--- src/rtl/cache_pkg.sv ---
// rtl/cache_pkg.sv - shared cache geometry, line layout and refill FSM states
package cache_pkg;

    localparam int ADDR_W  = 16;
    localparam int DATA_W  = 32;
    localparam int TAG_W   = 4;
    localparam int INDEX_W = 8;
    localparam int WORDS   = 4;
    localparam int WSEL_W  = 2;
    localparam int LINE_W  = 1 + TAG_W + WORDS * DATA_W;

    // data[WORDS-1] is word 0 so the line reads {valid, tag, w0, w1, w2, w3} MSB first
    typedef struct packed {
        logic                          valid;
        logic [TAG_W-1:0]              tag;
        logic [WORDS-1:0][DATA_W-1:0]  data;
    } cache_line_t;

    typedef enum logic [1:0] {
        IDLE  = 2'd0,
        REQ   = 2'd1,
        WAIT  = 2'd2,
        WRITE = 2'd3
    } fill_state_e;

endpackage

--- src/rtl/cache_line_filler.sv ---
// rtl/cache_line_filler.sv - cache refill engine: fetches a 4-word block and writes one line
// Optional CRITICAL_WORD_FIRST_EN: fetch starts at the missed word and adds crit_valid/crit_data.
module cache_line_filler #(
    parameter int ADDR_W      = 16,
    parameter int DATA_W      = 32,
    parameter int RSP_TIMEOUT = 255
) (
    input  logic                       clk,
    input  logic                       rst_n,
    input  logic                       miss_valid,
    output logic                       miss_ready,
    input  logic [ADDR_W-1:0]          miss_addr,
    output logic                       mem_req_valid,
    input  logic                       mem_req_ready,
    output logic [ADDR_W-1:0]          mem_req_addr,
    input  logic                       mem_rsp_valid,
    input  logic [DATA_W-1:0]          mem_rsp_data,
    output logic                       line_we,
    output logic [7:0]                 line_index,
    output logic [cache_pkg::LINE_W-1:0] line_data,
    output logic                       fill_done,
    output logic                       fill_err,
    output logic                       busy
`ifdef CRITICAL_WORD_FIRST_EN
    ,
    output logic                       crit_valid,
    output logic [DATA_W-1:0]          crit_data
`endif
);
    import cache_pkg::*;

    localparam int TIMER_W = $clog2(RSP_TIMEOUT + 1);

    fill_state_e          state_q, state_d;
    logic [TAG_W-1:0]     tag_q, tag_d;
    logic [INDEX_W-1:0]   index_q, index_d;
    logic [WSEL_W-1:0]    base_q, base_d;
    logic [WSEL_W-1:0]    word_cnt_q, word_cnt_d;
    logic [TIMER_W-1:0]   timer_q, timer_d;
    logic [DATA_W-1:0]    wbuf_q [WORDS];
    logic [DATA_W-1:0]    wbuf_d [WORDS];

    logic [WSEL_W-1:0]    cur_word;
    cache_line_t          line;
    logic                 unused_addr_bits;

    assign unused_addr_bits = ^miss_addr[3:0];
    assign cur_word         = base_q + word_cnt_q;
    assign busy             = (state_q != IDLE);

    always_comb begin
        line.valid = 1'b1;
        line.tag   = tag_q;
        line.data  = {wbuf_q[0], wbuf_q[1], wbuf_q[2], wbuf_q[3]};
    end

    always_comb begin
        state_d       = state_q;
        tag_d         = tag_q;
        index_d       = index_q;
        base_d        = base_q;
        word_cnt_d    = word_cnt_q;
        timer_d       = timer_q;
        wbuf_d        = wbuf_q;
        miss_ready    = 1'b0;
        mem_req_valid = 1'b0;
        mem_req_addr  = '0;
        line_we       = 1'b0;
        line_index    = '0;
        line_data     = '0;
        fill_done     = 1'b0;
        fill_err      = 1'b0;
`ifdef CRITICAL_WORD_FIRST_EN
        crit_valid    = 1'b0;
        crit_data     = '0;
`endif
        case (state_q)
            IDLE: begin
                miss_ready = 1'b1;
                if (miss_valid) begin
                    state_d    = REQ;
                    tag_d      = miss_addr[15:12];
                    index_d    = miss_addr[11:4];
                    word_cnt_d = '0;
                    timer_d    = '0;
`ifdef CRITICAL_WORD_FIRST_EN
                    base_d     = miss_addr[3:2];
`else
                    base_d     = '0;
`endif
                end
            end
            REQ: begin
                mem_req_valid = 1'b1;
                mem_req_addr  = {tag_q, index_q, cur_word, 2'b00};
                if (mem_req_ready) begin
                    state_d = WAIT;
                    timer_d = '0;
                end
            end
            WAIT: begin
                // a response arriving on the timeout cycle still counts
                if (mem_rsp_valid) begin
                    wbuf_d[cur_word] = mem_rsp_data;
                    word_cnt_d       = word_cnt_q + 1'b1;
                    state_d          = (word_cnt_q == 2'd3) ? WRITE : REQ;
`ifdef CRITICAL_WORD_FIRST_EN
                    crit_valid       = (word_cnt_q == 2'd0);
                    crit_data        = (word_cnt_q == 2'd0) ? mem_rsp_data : '0;
`endif
                end else if (timer_q == TIMER_W'(RSP_TIMEOUT)) begin
                    fill_err = 1'b1;
                    state_d  = IDLE;
                end else begin
                    timer_d = timer_q + 1'b1;
                end
            end
            WRITE: begin
                line_we    = 1'b1;
                fill_done  = 1'b1;
                line_index = index_q;
                line_data  = line;
                state_d    = IDLE;
            end
            default: state_d = IDLE;
        endcase
    end

    always_ff @(posedge clk or negedge rst_n) begin
        if (!rst_n) begin
            state_q    <= IDLE;
            tag_q      <= '0;
            index_q    <= '0;
            base_q     <= '0;
            word_cnt_q <= '0;
            timer_q    <= '0;
            for (int i = 0; i < WORDS; i++) wbuf_q[i] <= '0;
        end else begin
            state_q    <= state_d;
            tag_q      <= tag_d;
            index_q    <= index_d;
            base_q     <= base_d;
            word_cnt_q <= word_cnt_d;
            timer_q    <= timer_d;
            for (int i = 0; i < WORDS; i++) wbuf_q[i] <= wbuf_d[i];
        end
    end

endmodule

--- config.mk ---
export PLATFORM = sky130hd
export DESIGN_NAME = cache_line_filler
export DESIGN_NICKNAME = d
export VERILOG_FILES = /design/src/rtl/cache_pkg.sv /design/src/rtl/cache_line_filler.sv
export SDC_FILE = /design/constraint.sdc
export NUM_CORES = 1
export LEC_CHECK = 0
export BUFFER_PORTS_ARGS = -buffer_cell sky130_fd_sc_hd__buf_4
export CORE_MARGIN = 5
export CORE_UTILIZATION = 40
export DETAILED_ROUTE_END_ITERATION = 6
export SLEW_MARGIN = 20
export SYNTH_ARGS = -nofsm -noshare
export SYNTH_HDL_FRONTEND = slang
export SYNTH_SLANG_ARGS = --single-unit
--- constraint.sdc ---
create_clock -name clk -period 2.03 [get_ports clk]
set_clock_uncertainty 0.05 [all_clocks]
set_input_delay 0 -clock clk [delete_from_list [all_inputs] [get_ports clk]]
set_output_delay 0 -clock clk [all_outputs]
set_load 0.1 [all_outputs]
==> flow_summary_export.csv, run 1 <==
group,metric,value,unit
flow_run,maxCapViolations,0,
critical_path,path_max_fanout,54,
yosys,synthCells,566,
timing,fin_ws,0.129,ns
timing,period_minus_slack,1.90,ns
power,ir_drop,0.765,mV
cells_and_area,stdcell_count,1054,
timing,slew_viol_final,0,
cells_and_area,multi_input_area,0.00308,mm2
global_routing,grt_pass1_vias,5857,
power,intPower,7980,uW
critical_path,r2r-end,"line[84]$_DFFE_PN0P_",
yosys,avgSynthCellArea,12.6,um2
power,power_frac_comb,48.5,%
placed_design,dp.final_hpwl,13.2,mm
timing,hold_ws,0.0712,ns
detailed_routing,first_iter_violations,177,
power,power.switching,6860,uW
yosys,yosys.area.top_type_share,53.4,%
placed_design,place_inst,971,
floorplanning,die_h,143,um
detailed_routing,drc_errors,0,
yosys,synthFlopType,"dfrtp_1",
floorplanning,start_util,41.0,%
timing,finalHoldViolCount,0,
cells_and_area,areaGrowthSynthToFinish,44.8,%
detailed_routing,ant_nets,0,
critical_path,crit_type,"reg2out",
critical_path,worst_setup_path_end_kind,"primary output",
yosys,syn_area,0.00712,mm2
cts,numCtsBuffers,17,
global_routing,grt_max_degree,110,
yosys,synth_area_leader_cell,"dfrtp_1",
yosys,synth_cell_type_count,40,
yosys,ys_top_cells_by_count,"152 x dfrtp_1, 144 x and3_1, 129 x mux2_2, 30 x clkbuf_1, 16 x and2_1",
detailed_routing,routed_wl,19.8,mm
hold_path,hp-class,"in2async",
detailed_routing,wl_per_cell,18.8,um
timing,setup_viol,0,
power,sequentialPowerShare,30.7,%
critical_path,cp-start-kind,"register",
yosys,ys_async_sr_fraction,100,%
yosys,yosysSeqAreaShare,53.4,%
timing,slew_headroom,62.9,%
floorplanning,die_area,0.0206,mm2
placed_design,globalplace.congestion,0.854,
detailed_routing,dr.pass1.iters,4,
cells_and_area,drive_gt1_share,50.3,%
timing,worstMarginPinSlew,0.556,ns
floorplanning,die_w,143,um
critical_path,crit_path_start,"state_q[0]$_DFFE_PN0P_",
yosys,synthTopCellsByArea,"dfrtp_1 53%, mux2_2 20%, and3_1 13%, mux2_1 1.9%, clkbuf_1 1.6%",
cells_and_area,n_antenna_cell,0,
detailed_routing,vias,5391,
cts,clk_latency,0.42,ns
cts,cts.sink_count,152,
critical_path,arrival,1.85,ns
placed_design,place_area,0.00901,mm2
critical_path,r2r_cells,5,
placed_design,pre_cts_ws,0.180,ns
yosys,yosysMostFrequentCell,"dfrtp_1",
yosys,ys_seq_elements,152,
yosys,ys_warn_count,0,
cts,clk_pin_slew_worst_paths,0.06,ns
cells_and_area,nNetsFinal,874,
run_status,status,"finished clean",
global_routing,antenna_found_initial,0,
power,p_sw_share,46.2,%
placed_design,io_buffer_count,209,
floorplanning,ioPinCount,216,
critical_path,required,1.98,ns
floorplanning,core-area,0.0174,mm2
timing,grt_setup_unrepaired,"false",
power,p_leak,0.00569,uW
critical_path,r2r_slack,0.20,ns
floorplanning,rows,48,
cells_and_area,utilization,59.4,%
global_routing,gr-total-overflow,0,
cts,htreeDepth,4,
cts,cts_tree,"done",
global_routing,grt_first_pass_wirelength,31.2,mm
cells_and_area,regArea,0.00381,mm2
cells_and_area,final_area,0.0103,mm2
timing,min_period_over_period,93.7,%
cts,root_buffer,"clkbuf_16",
power,p_clk_share,20.8,%
timing,max_freq,0.526,GHz
power,power_density,1440,mW/mm2
global_routing,grt_usage,19.2,%
cells_and_area,n_fill_cell,1423,
critical_path,r2r-start,"state_q[0]$_DFFE_PN0P_",
yosys,synth_enable_flop_cells,0,
detailed_routing,viasPerCell,5.11,
cts,cts_buffer_depth,2,
==> sequential cells by signal (all words and copies together), names as in the netlist <==
| name | count |
|---|---|
| line | 128 |
| index_q | 8 |
| timer_q | 8 |
| tag_q | 4 |
| state_q | 2 |
| word_cnt_q | 2 |
==> repair_timing <==
| item | in CTS | in global routing |
|---|---|---|
| hold endpoints to repair | 297 | 0 |
| endpoints found under the setup margin | 121 | 121 |
| hold buffers | 48 | 0 |
| gates cloned | 0 | 1 |
| setup buffers | 0 | 2 |
| resized for setup | 46 | 8 |
==> per-stage QoR <==
stage	total power (uW)	TNS (ns)
finish	14800	0
global placement	11200	0
global route	15600	0
floorplan	9830	-0.221
CTS	14800	0
detailed placement	11400	0
==> how the worst max path moves through the flow <==
stage / endpoint / slack, ns / cells after the start
final: line_data[32] / 0.13 / 4
after global placement: timer_q[7]$_DFFE_PN0P_ / 0.24 / 5
after CTS: line_data[66] / 0.0003 / 4
after detailed placement: timer_q[5]$_DFFE_PN0P_ / 0.18 / 5
after global routing: mem_req_addr[15] / 0.04 / 5
after floorplan: fill_err / -0.22 / 4
==> layout by cell type, fill, tap and decap left out, types with 3 or more instances in the layout <==
cell type / instances
buf_4: 179
dfrtp_1: 150
and3_1: 144
mux2_2: 129
dlygate4sd3_1: 48
buf_6: 42
clkbuf_16: 18
mux2_1: 12
buf_12: 10
and2_2: 8
inv_6: 8
and2_1: 7
nand2_1: 5
inv_1: 4
nand3_1: 4
ha_1: 4
clkinv_4: 4
nand2b_1: 3
nand2_4: 3
mux2i_1: 3
o21bai_1: 3
a22o_1: 3
==> cell families (layout without fill, tap and decap cells) <==
kind of cell             count (synthesis)  count (layout)  synth area share (%)
buffers and inverters                   55             317                  4.18
multiplexers                           144             144                  22.7
other                                    1               2                0.0526
AO/OA/AOI/OAI                           21              21                  2.30
flip-flops                             152             152                  53.4
adder cells (fa/ha/maj)                  5               5                 0.878
AND/OR/NAND/NOR                        188             188                  16.5
==> cell type report <==
type                            instances  area share [%]
Timing Repair Buffer                  281            24.7
Tap cell                              225            2.73
Clock inverter                         15            1.49
Multi-Input combinational cell        360            29.8
Sequential cell                       152            36.9
Inverter                                4           0.146
Clock buffer                           17            4.12
==> metal layers <==
layer / share of wire (%) / track usage [%] / vias up
li1: - / - / 2514
met1: 40 / 23.6 / 2716
met2: 52 / 32.1 / 133
met3: 6.0 / 5.99 / 28
met4: 2.2 / 6.69 / 0
met5: 0 / 0 / -
==> worst max-delay path, stage by stage, from the launching register on <==
cell	delay, ns
dfrtp_4	0.42
buf_12	0.21
clkbuf_16	0.29
and3_1	0.21
buf_4	0.30
==> power groups by stage <==
| stage | clock network, uW | registers [uW] | logic (uW) |
|---|---|---|---|
| finish | 3090 | 4550 | 7190 |
| global route | 3330 | 4690 | 7550 |
| CTS | 3190 | 4550 | 7080 |
| detailed placement | 0 | 4580 | 6820 |
| global placement | 0 | 4530 | 6720 |
| floorplan | 0 | 4370 | 5460 |
No activity file was read; power rests on OpenSTA's default activity.
==> inputs of run 2 (changes only) <==
==> constraint.sdc (replaced) <==
create_clock -name clk -period 2.03 [get_ports clk]
set_clock_uncertainty 0.05 [all_clocks]
set_input_delay 0.1015 -clock clk [delete_from_list [all_inputs] [get_ports clk]]
set_output_delay 0.1015 -clock clk [all_outputs]
set_load 0.1 [all_outputs]
==> run 2 against run 1 <==
Net effect:
- fmax shrank 4.2%
- sequential power about the same
- critical path depth rose by 1
- clock power rose by 12%
- register-to-register slack worse by 0.12 ns
- global-route usage rose by 0.46 points
- worst hold slack improved by 0.0068 ns
- design area is 0.17% lower
- critical endpoint is now fill_err
- clock-buffer cell count grew 1
- via count increased by 0.43%
- sequential share of layout area rose by 0.063 points
- final cell count down 0.47%
==> flow_summary_export.csv, run 2 (synthesis gave the netlist of run 1 again) <==
group,metric,value,unit
detailed_routing,wl_per_cell,18.9,um
floorplanning,start_util,41.0,%
cts,htreeDepth,4,
placed_design,io_buffer_count,209,
timing,slew_viol_final,0,
timing,hold_ws,0.0780,ns
power,p_sw_share,44.3,%
critical_path,cp-start-kind,"register",
cts,cts_tree,"done",
critical_path,r2r-start,"state_q[0]$_DFFE_PN0P_",
timing,max_freq,0.504,GHz
detailed_routing,viasPerCell,5.16,
global_routing,grt_pass1_vias,5833,
critical_path,r2r_slack,0.08,ns
cts,clk_latency,0.42,ns
timing,grt_setup_unrepaired,"true",
hold_path,hp-class,"in2reg",
timing,fin_ws,0.0462,ns
cells_and_area,nNetsFinal,869,
placed_design,dp.final_hpwl,13.2,mm
power,power_frac_comb,47.4,%
power,power_density,1480,mW/mm2
cells_and_area,final_area,0.0103,mm2
timing,finalHoldViolCount,0,
floorplanning,rows,48,
timing,setup_viol,0,
global_routing,grt_max_degree,96,
floorplanning,die_area,0.0206,mm2
cells_and_area,n_antenna_cell,0,
timing,min_period_over_period,97.7,%
timing,period_minus_slack,1.98,ns
global_routing,gr-total-overflow,0,
cells_and_area,n_fill_cell,1432,
detailed_routing,vias,5414,
cells_and_area,areaGrowthSynthToFinish,44.6,%
floorplanning,die_w,143,um
power,p_leak,0.00565,uW
critical_path,r2r-end,"line[118]$_DFFE_PN0P_",
critical_path,arrival,1.83,ns
run_status,status,"finished clean",
floorplanning,ioPinCount,216,
timing,slew_headroom,61.7,%
detailed_routing,first_iter_violations,150,
power,intPower,8520,uW
timing,worstMarginPinSlew,0.570,ns
cells_and_area,largest_reg_flops,128,
power,sequentialPowerShare,30.0,%
global_routing,grt_first_pass_wirelength,31.8,mm
floorplanning,core-area,0.0174,mm2
cells_and_area,layout_common_cells,"206 x buf_4, 150 x dfrtp_1, 129 x mux2_2, 94 x and3_1, 50 x and3_2",
detailed_routing,dr.pass1.iters,4,
cts,clk_pin_slew_worst_paths,0.06,ns
critical_path,crit_type,"reg2out",
placed_design,pre_cts_ws,0.125,ns
flow_run,maxCapViolations,0,
cts,numCtsBuffers,17,
global_routing,antenna_found_initial,0,
detailed_routing,routed_wl,19.8,mm
cts,cts_buffer_depth,2,
power,power.switching,6770,uW
cells_and_area,multi_input_area,0.00315,mm2
cells_and_area,drive_gt1_share,56.1,%
detailed_routing,ant_nets,0,
critical_path,required,1.88,ns
floorplanning,die_h,143,um
placed_design,globalplace.congestion,0.794,
critical_path,worstSetupEndpoint,"fill_err",
power,ir_drop,0.803,mV
detailed_routing,drc_errors,0,
placed_design,place_area,0.00896,mm2
global_routing,grt_usage,19.7,%
critical_path,r2r_cells,4,
cts,cts.sink_count,152,
timing,tns,0,ns
power,power.total,15300,uW
critical_path,worst_setup_path_end_kind,"primary output",
cells_and_area,layout_commonest_cell,"buf_4",
critical_path,crit_path_start,"timer_q[1]$_DFFE_PN0P_",
power,p_clk_share,22.7,%
critical_path,path_max_fanout,5,
cts,root_buffer,"clkbuf_16",
cells_and_area,regArea,0.00381,mm2
-- run 2: cell count changes in the layout (fill, tap and decap cells not counted), moves of 4 or more --
cell       before  now
buf_8           0   10
buf_6          42    4
bufinv_16       1    5
inv_6           8    2
and3_2          0   50
and3_1        144   94
buf_4         179  206
-- run 2: critical path, cell delays in order, from the launching register on --
cell,delay [ns]
dfrtp_1,0.40
ha_4,0.17
nand3_1,0.12
or2_4,0.29
nor3_4,0.23
buf_12,0.21
-- run 2: stage by stage --
step / utilization (%) / std cells
after global routing: 59.3 / 1049
after detailed placement: 51.6 / 966
after floorplan: - / 567
final: 59.3 / 1049
after CTS: 58.9 / 1047
after global placement: 51.6 / 966
-- run 2: worst min-delay path by stage --
stage | start | end | slack [ns] | depth (start not counted)
CTS | mem_rsp_valid | timer_q[6]$_DFFE_PN0P_ | 0.06 | 3
global route | mem_rsp_valid | word_cnt_q[1]$_DFFE_PN0P_ | 0.09 | 3
floorplan | rst_n | index_q[0]$_DFFE_PN0P_ | -0.24 | 0
detailed placement | rst_n | line[6]$_DFFE_PN0P_ | 0.05 | 1
finish | mem_rsp_valid | timer_q[6]$_DFFE_PN0P_ | 0.08 | 3
global placement | rst_n | line[7]$_DFFE_PN0P_ | 0.05 | 1
-- run 2: layout make-up --
| type | instances | share of cell area [%] |
|---|---|---|
| clock inverters | 14 | 2.15 |
| clock buffers | 18 | 4.17 |
| well taps | 225 | 2.73 |
| flip-flops and latches | 152 | 37.0 |
| inverters | 4 | 0.146 |
| multi-input cells | 360 | 30.6 |
| repair buffers | 276 | 23.2 |
-- run 2: power by group through the flow --
stage / Sequential, uW / Clock, uW / Combinational, uW
floorplan: 4370 / 0 / 5500
global placement: 4540 / 0 / 6660
detailed placement: 4600 / 0 / 6770
CTS: 4570 / 3560 / 7120
global route: 4710 / 3700 / 7610
finish: 4580 / 3460 / 7240
-- run 2: per-layer routing --
metal	share of wire, %	wire, um	global-route usage, %
met5	0	0	0
met3	6.1	1200	5.66
met1	40	8000	23.9
met2	52	10200	33.8
met4	2.0	401	6.39
-- run 2: timing repair --
| item | in CTS | in global routing |
|---|---|---|
| gates resized for setup | 25 | 18 |
| hold buffers | 47 | 0 |
| endpoints found under the hold margin | 196 | 0 |
| buffers inserted | 1 | 1 |
| cloned | 1 | 1 |
| pin swaps | 1 | 1 |
| endpoints found under the setup margin | 108 | 69 |
==> inputs of run 3 (changes only) <==
==> constraint.sdc (replaced) <==
create_clock -name clk -period 2.03 [get_ports clk]
set_clock_uncertainty 0.05 [all_clocks]
set_input_delay 0.5075 -clock clk [delete_from_list [all_inputs] [get_ports clk]]
set_output_delay 0.5075 -clock clk [all_outputs]
set_load 0.1 [all_outputs]
==> run 3 against run 2 <==
Net effect:
- sequential share of layout area is 8.2 points lower
- power is 23% higher
- critical path type unchanged
- clock-buffer cell count is 1 higher
- routed wire length is 25% higher
- the run now ends with setup timing left
- worst setup slack worse by 0.36 ns
- first-iteration DRC count is 50% higher
==> flow_summary_export.csv, run 3 (synthesis gave the netlist of run 1 again) <==
group,metric,value,unit
run_status,status,"complete, but fails checks",
run_status,violations,"setup timing",
timing,min_period_over_period,116,%
cells_and_area,layout_common_cells,"176 x buf_12, 150 x dfrtp_1, 135 x and3_4, 129 x mux2_2, 61 x buf_4",
critical_path,arrival,1.79,ns
global_routing,antenna_found_initial,0,
floorplanning,rows,48,
cells_and_area,nNetsFinal,869,
cells_and_area,largest_reg_flops,128,
cells_and_area,stdcell_count,1049,
critical_path,max_stage_delay,0.56,ns
critical_path,required,1.47,ns
detailed_routing,routed_wl,24.9,mm
cells_and_area,final_area,0.0132,mm2
cells_and_area,drive_gt1_share,73.7,%
critical_path,crit_chain,"buf_6, buf_12, nor2_4, clkinvlp_4, buf_12",
cts,clk_pin_slew_worst_paths,0.06,ns
power,power_density,1420,mW/mm2
critical_path,crit_type,"reg2out",
detailed_routing,vias,5705,
cts,clk_latency,0.42,ns
timing,finalHoldViolCount,0,
timing,setup_viol,161,
hold_path,hp-class,"in2reg",
critical_path,crit_slowest_cell,"dfrtp_4",
critical_path,worst_setup_path_end_kind,"primary output",
critical_path,path_max_fanout,8,
cts,cts_tree,"done",
detailed_routing,dr.pass1.iters,4,
cells_and_area,areaGrowthSynthToFinish,85.8,%
floorplanning,ioPinCount,216,
floorplanning,die_h,143,um
placed_design,globalplace.congestion,0.796,
critical_path,critical_path.most_common_cell,"buf_12",
cells_and_area,layout_commonest_cell,"buf_12",
detailed_routing,ant_nets,0,
detailed_routing,wl_per_cell,23.7,um
power,ir_drop,0.827,mV
timing,slew_headroom,64.9,%
cells_and_area,n_antenna_cell,0,
timing,grt_setup_unrepaired,"true",
floorplanning,core-area,0.0174,mm2
cts,cts.sink_count,152,
cts,cts_buffer_depth,2,
critical_path,cp-start-kind,"register",
timing,fin_ws,-0.319,ns
placed_design,dp.final_hpwl,13.0,mm
cts,numCtsBuffers,17,
cts,root_buffer,"clkbuf_16",
floorplanning,die_area,0.0206,mm2
global_routing,grt_first_pass_wirelength,31.1,mm
placed_design,place_area,0.00951,mm2
critical_path,critPathTopFamily,"buffers and inverters",
floorplanning,die_w,143,um
global_routing,grt_usage,19.2,%
placed_design,place_inst,975,
timing,max_freq,0.426,GHz
floorplanning,start_util,41.0,%
flow_run,maxCapViolations,0,
detailed_routing,drc_errors,0,
detailed_routing,first_iter_violations,225,
detailed_routing,viasPerCell,5.44,
critical_path,worst-path-buf-inv,4,
global_routing,gr-total-overflow,0,
global_routing,grt_pass1_vias,5705,
cells_and_area,n_fill_cell,1007,
timing,slew_viol_final,0,
timing,worstMarginPinSlew,0.524,ns
global_routing,grt_max_degree,79,
power,p_leak,0.00605,uW
placed_design,io_buffer_count,209,
cts,htreeDepth,4,
timing,period_minus_slack,2.35,ns
run 3: changes by cell type in the layout (fill, tap and decap cells not counted), sizes merged:
cell         before  now
clkinv            4    2
dlygate4sd3      47    1
clkinvlp          3    7
bufbuf            1    0
buf             227  261
clkbuf           19   33
bufinv            5    2
run 3: path summary, 6_finish.rpt:
check                                       start                      to  slack (ns)  cells past startpoint
max in group asynchronous                   rst_n   line[112]$_DFFE_PN0P_        0.82                      3
setup / recovery           state_q[0]$_DFFE_PN0P_                    busy       -0.32                      5
min in group asynchronous                   rst_n  timer_q[4]$_DFFE_PN0P_        0.49                      2
setup reg to reg           state_q[0]$_DFFE_PN0P_    line[91]$_DFFE_PN0P_        0.05                      6
hold / removal                       miss_addr[4]  index_q[0]$_DFFE_PN0P_        0.27                      2
hold reg to reg              line[96]$_DFFE_PN0P_    line[96]$_DFFE_PN0P_        0.45                      1
run 3: power breakdown:
group	total, uW	leakage (uW)	switching, uW	internal [uW]
combinational	10900	0.00378	6130	4800
sequential	4690	0.00200	658	4030
clock	3140	0.000269	1290	1850
run 3: per-stage QoR:
stage                     hold slack, ns  util [%]  total power [uW]  setup TNS [ns]  setup WS (ns)
after floorplan                    0.162         -             10300          -0.440         -0.260
final                              0.270      76.3             18800          -33.55         -0.319
after CTS                          0.252      65.0             16000          -33.68         -0.287
after global placement             0.370      54.8             11700               0         0.0770
after global routing               0.259      76.3             19400          -39.44         -0.373
after detailed placement           0.374      54.8             11900               0         0.0463
run 3: area by class of cell:
cell class              count  area (um2)  area share, %
flip-flops and latches    152        3810           28.8
inverters                   4        18.8          0.142
well taps                 225         282           2.13
multi-input cells         360        3800           28.7
repair buffers            276        4740           35.8
clock buffers              19         443           3.35
clock inverters            13         145           1.10
run 3: metal layers:
layer	routed length (um)	global-route usage, %
met5	0	0
met1	9610	23.3
met3	1600	5.92
met2	13200	32.6
met4	469	6.54
run 3: timing repair:
item | 4_1_cts | 5_1_grt
pin swaps | 10 | 16
gates resized for setup | 277 | 328
hold buffers | 1 | 0
buffers inserted | 7 | 11
setup endpoints to repair | 161 | 162
hold endpoints to repair | 27 | 0
gates cloned | 1 | 23
